File: config.mk
export PLATFORM = sky130hd
export DESIGN_NAME = morse_round_ctrl
export DESIGN_NICKNAME = d
export VERILOG_FILES = /design/src/rtl/morse_round_ctrl.sv
export SDC_FILE = /design/constraint.sdc
export NUM_CORES = 1
export LEC_CHECK = 0
export CAP_MARGIN = 20
export CORE_UTILIZATION = 54
export DETAILED_ROUTE_END_ITERATION = 10
export PLACE_DENSITY_LB_ADDON = 0.08
export REMOVE_ABC_BUFFERS = 1
export SLEW_MARGIN = 0
export SYNTH_ARGS = -nofsm -noshare
export SYNTH_HDL_FRONTEND = slang
export SYNTH_SLANG_ARGS = --single-unit
File: constraint.sdc
create_clock -name clk -period 3.1 [get_ports clk]
set_input_delay 0.465 -clock clk [delete_from_list [all_inputs] [get_ports clk]]
set_output_delay 0.465 -clock clk [all_outputs]
set_load 0.01 [all_outputs]
File: src/rtl/morse_round_ctrl.sv
// Morse game-round controller: runs the round timer, times key presses into dots/dashes,
// checks them against the letter ROM and scores wins. Optional MORSE_RETRY_EN adds retry-on-mismatch.
module morse_round_ctrl #(
    parameter int MAX_SYM = 5,
    parameter int DASH_MS = 300,
    parameter int MIN_MS  = 20,
    parameter int ADDR_W  = 5
) (
    input  logic               clk,
    input  logic               rst,
    input  logic               start,
    input  logic               ms_tick,
    input  logic               key,
    input  logic               timeout,
    input  logic [MAX_SYM-1:0] exp_pattern,
    input  logic [2:0]         exp_len,
    output logic [ADDR_W-1:0]  rom_addr,
    output logic               timer_en,
    output logic               timer_clr_n,
    output logic               busy,
    output logic               win,
    output logic               lose,
    output logic [7:0]         score,
    output logic [2:0]         sym_cnt,
`ifdef MORSE_RETRY_EN
    output logic               retry_pulse,
`endif
    output logic [2:0]         state_dbg
);

    localparam int MS_W = $clog2(DASH_MS + 1);
    localparam logic [MS_W-1:0] DASH_V = MS_W'(DASH_MS);
    localparam logic [MS_W-1:0] MIN_V  = MS_W'(MIN_MS);

    typedef enum logic [2:0] {
        IDLE       = 3'd0,
        CLEAR      = 3'd1,
        WAIT_PRESS = 3'd2,
        PRESSED    = 3'd3,
        CHECK      = 3'd4,
        WIN        = 3'd5,
        LOSE       = 3'd6
    } state_t;

    state_t            state, state_n;
    logic [MS_W-1:0]   press_ms, press_ms_n;
    logic              armed, armed_n;
    logic [2:0]        sym_cnt_n;
    logic [7:0]        score_n;
    logic [ADDR_W-1:0] rom_addr_n;
    logic [2:0]        next_cnt;
    logic [MAX_SYM-1:0] pat_shift;
    logic              exp_bit;
    logic              is_dash;
`ifdef MORSE_RETRY_EN
    logic              retry_n;
`endif

    // Out-of-range symbol index shifts in zeros, so an over-long exp_len expects dots.
    assign pat_shift = exp_pattern >> sym_cnt;
    assign exp_bit   = pat_shift[0];
    assign is_dash   = (press_ms >= DASH_V);
    assign next_cnt  = sym_cnt + 3'd1;

    always_ff @(posedge clk or negedge rst) begin
        if (!rst) begin
            state    <= IDLE;
            press_ms <= '0;
            armed    <= 1'b0;
            sym_cnt  <= 3'd0;
            score    <= 8'd0;
            rom_addr <= '0;
`ifdef MORSE_RETRY_EN
            retry_pulse <= 1'b0;
`endif
        end else begin
            state    <= state_n;
            press_ms <= press_ms_n;
            armed    <= armed_n;
            sym_cnt  <= sym_cnt_n;
            score    <= score_n;
            rom_addr <= rom_addr_n;
`ifdef MORSE_RETRY_EN
            retry_pulse <= retry_n;
`endif
        end
    end

    always_comb begin
        state_n    = state;
        press_ms_n = press_ms;
        armed_n    = armed;
        sym_cnt_n  = sym_cnt;
        score_n    = score;
        rom_addr_n = rom_addr;
`ifdef MORSE_RETRY_EN
        retry_n    = 1'b0;
`endif
        case (state)
            IDLE: begin
                if (start) state_n = CLEAR;
            end
            CLEAR: begin
                sym_cnt_n = 3'd0;
                // A key already down at round start must be released before it counts.
                armed_n   = ~key;
                state_n   = (exp_len == 3'd0) ? CHECK : WAIT_PRESS;
            end
            WAIT_PRESS: begin
                if (timeout) begin
                    state_n = LOSE;
                end else if (!key) begin
                    armed_n = 1'b1;
                end else if (armed) begin
                    press_ms_n = '0;
                    state_n    = PRESSED;
                end
            end
            PRESSED: begin
                if (timeout) begin
                    state_n = LOSE;
                end else if (!key) begin
                    if (press_ms < MIN_V) begin
                        state_n = WAIT_PRESS;
                    end else if (is_dash == exp_bit) begin
                        sym_cnt_n = next_cnt;
                        state_n   = (next_cnt == exp_len) ? CHECK : WAIT_PRESS;
                    end else begin
`ifdef MORSE_RETRY_EN
                        sym_cnt_n = 3'd0;
                        armed_n   = 1'b0;
                        retry_n   = 1'b1;
                        state_n   = WAIT_PRESS;
`else
                        state_n   = LOSE;
`endif
                    end
                end else if (ms_tick && press_ms != DASH_V) begin
                    press_ms_n = press_ms + MS_W'(1);
                end
            end
            CHECK: state_n = WIN;
            WIN: begin
                if (score != 8'hFF) score_n = score + 8'd1;
                rom_addr_n = rom_addr + ADDR_W'(1);
                state_n    = IDLE;
            end
            LOSE:    state_n = IDLE;
            default: state_n = IDLE;
        endcase
    end

    assign timer_en    = (state == WAIT_PRESS) || (state == PRESSED);
    assign timer_clr_n = (state != CLEAR);
    assign busy        = (state != IDLE);
    assign win         = (state == WIN);
    assign lose        = (state == LOSE);
    assign state_dbg   = state;

endmodule

==> impl_results.md <==
- Multiplexer share of the synthesized area: 4.17%
- Setup Fix Bufs, Post-CTS: 0
- Number of buffers inserted by hold repair at cts: 0
- Number of flops mapped to enable cells by yosys: 0
- Gpl congestion: between 0.8 and 0.9
- Setup CP Type: flip-flop to primary output
- Setup_tns: 0 ns
- DRC: 0
- First-pass iteration count of the detailed router: 4
- Largest net degree at the start of global routing: 30
- Core ar.: ~3100 µm²
- WP buf/inv: 1
- Die H: 59.3 µm
- Max-slew headroom: between 50 and 60%
- Port Buffers: 37
- Filler instances: approximately 240
- Hpwl dp: 2850 µm
- Via count: 1612
- Vias in the first global route: between 1000 and 1500
- Die area: ~3500 µm²
- Hold Slack: around 0.47 ns
- VDD IR-drop max: about 0.00044 V
- Synth Area in Compound Gates: around 18%
- H-tree depth: 2
- Data arrival, critical path: a little under 2 ns
- Dpl ws: between 0.6 and 0.7 ns
- Reg2reg path depth: 5
- Largest family of logic cells by synthesized area: simple AND/OR/NAND/NOR gates
- R2R Path Start: press_ms[4]
- Root buffer cell: clkbuf_4
- Tightest Pin Transition: ~0.61 ns
- Tot GR Track Use: between 20 and 25%
- Routed wire per std cell: ~14 µm
- Cell area after synthesis: 1770 µm²
- Synth area leaders: dfrtp_1 (41%), nand2_1 (4.4%), xnor2_1 (4.4%)
- Clock-pin slew on the worst setup and hold paths: 0.10 ns
- Share of cells above drive strength 1: ~10%
- Placed Area: 2180 µm²
- Initial antenna violation count: 0
- Fmax: around 0.4 GHz
- Worst-case clock buffer depth: 2
- CP required: approximately 2.6 ns
- Post-synth top area cell: dfrtp_1
- Worst Skew: about 0.0022 ns
- Crit path time final: around 2.4 ns
- Async SR Flop Fraction: between 90% and 100%
- Netlist cell types: 43
- CP cell instances: and3b_1 -> clkdlybuf4s50_1
- Register area share after synthesis: 41.0%
- Synthesis-stage register bit count: 29
- Hold Crit Class: flip-flop to flip-flop
- Simple-gate portion of the synthesized area: 22.6%
- Die extent in x: between 50 and 60 µm
- Fin area: between 2000 and 2500 µm²
- Critical path peak fanout: 17
- Critical path's slowest cell: dfrtp_1
- Synth warn: 0
- Post-CTS sizing: 0
- Core Util, Final: between 70% and 80%
- Fin worst setup slack: 0.659 ns
- Startpoint Class: flip-flop
- # IOs: 38
- ANT nets after route: 0
- Clk_lat worst skew: between 0.3 and 0.4 ns
- Antenna Cells: 0
- Final setup fails: 0
- Unrepaired setup endpoints after global routing: no
- Clock Sinks: 29
- Vias per std cell: between 5 and 6
- Avg Inst Size Synth: around 9.3 µm²
- Top delay family on crit path: flip-flops
- Synth Area in XOR/XNOR: between 7 and 8%
- Main synth FF type: dfrtp_1
- Grt ovf: 0
- Inserted Clock Buffers: 5
- Status: finished, final reports clean
- FP Rows: 20
- Final Slew Violations: 0
- Leakage: approximately 0.00093 µW
- First-pass GRT wire length: between 6000 and 7000 µm
- CP peak stage delay: about 0.64 ns
- FF/Latch Area: 726 µm²
- Min-delay src: rom_addr[4]
- Final hold vios: 0
- Wirelength, routed: about 3900 µm
- Iteration-0 DRC Markers: between 60 and 70
- Final nets: 248
- Critical Path Stages: 2
- Footprint of the multi-input gates: ~990 µm²
- Initial Utilization: 57.6%
- PwrDens: ~600 nW/µm²
- Synth Instances: 190
- Fin crit share: 78.7%
- Crit end category: primary output
- Synth top area share: 41.0%
- Critical path origin: state_dbg[0]
- CTS tree: yes
- Area grow syn2layout: 26.0%
- Max-cap violations: 0
- Hold depth: 1
- Adder-Cell Fraction of Synth Area: 3.53%
## final cells by class
type,count,share of cell area [%]
inverter,5,0.841
tap,44,2.47
multi-input combinational,149,44.5
clock buffer,5,1.68
timing repair buffer,39,17.3
clock inverter,3,0.785
sequential,29,32.5
## sequential cells by signal, indices dropped and copies added, names as in the netlist
register and cells:
armed 1, press_ms 9, rom_addr 5, score 8
state_dbg 3, sym_cnt 3
## through the flow
stage / total power (µW) / cells
floorplan: 844 / 183
global placement: 1100 / 266
detailed placement: 1120 / 266
CTS: 1350 / 274
global route: 1440 / 274
finish: 1340 / 274
## cells by family after synthesis
kind of cell               after synthesis
buffers and inverters                   12
and+or+nand+nor                         75
muxes                                    7
DFF                                     29
AOI/OAI and AO/OA                       47
adders and majority gates                5
xor gates and xnor gates                15
## cell usage after synthesis, types with 2 or more instances
cell type  number
o21ai_0        15
inv_1           5
a31oi_1         3
a2111oi_0       2
a22o_1          3
nand2b_1        4
or3_1           2
nor2_1         13
o211ai_1        4
and3_1          2
mux2i_1         4
o21a_1          2
nand4_1         6
xor2_1          6
and2_1          2
mux2_2          3
nand2_1        21
nand3_1        10
dfrtp_1        29
o31ai_1         4
or2_2           3
nor2b_1         4
a21oi_1         4
clkbuf_1        5
and3b_1         2
ha_1            5
o41ai_1         2
xnor2_1         9
o22ai_1         2
## path summary, 6_finish.rpt
| kind | end | slack [ns] |
|---|---|---|
| hold / removal | rom_addr[4] | 0.47 |
| setup / recovery | win | 0.66 |
| max in group asynchronous | armed | 2.31 |
| setup reg to reg | sym_cnt[0] | 0.90 |
| hold reg to reg | rom_addr[4] | 0.47 |
| min in group asynchronous | rom_addr[3] | 0.52 |
## routing by layer
metal	wire length [µm]	part of all wire, %	vias to the layer above	global-route usage [%]
li1	-	-	773	-
met1	1700	44	776	30.1
met2	1940	50	61	42.7
met3	216	5.6	2	6.33
met4	19	0.49	0	9.18
met5	0	0	-	0
## placed cells by master (no fill, tap or decap), types with 5 or more instances in the layout
master	Yosys	layout
nand2_1	21	21
ha_1	5	5
inv_1	5	5
clkbuf_4	0	5
clkdlybuf4s50_1	0	37
xnor2_1	9	9
dfrtp_1	29	29
o21ai_0	15	15
xor2_1	6	6
nand3_1	10	10
nor2_1	13	13
nand4_1	6	6
## power by group
group          switching (µW)  total (µW)  internal (µW)
Clock                     138         223           85.4
Combinational             271         571            300
Sequential                112         550            438
Total                     521        1340            824
(Power assumes the default switching activity.)
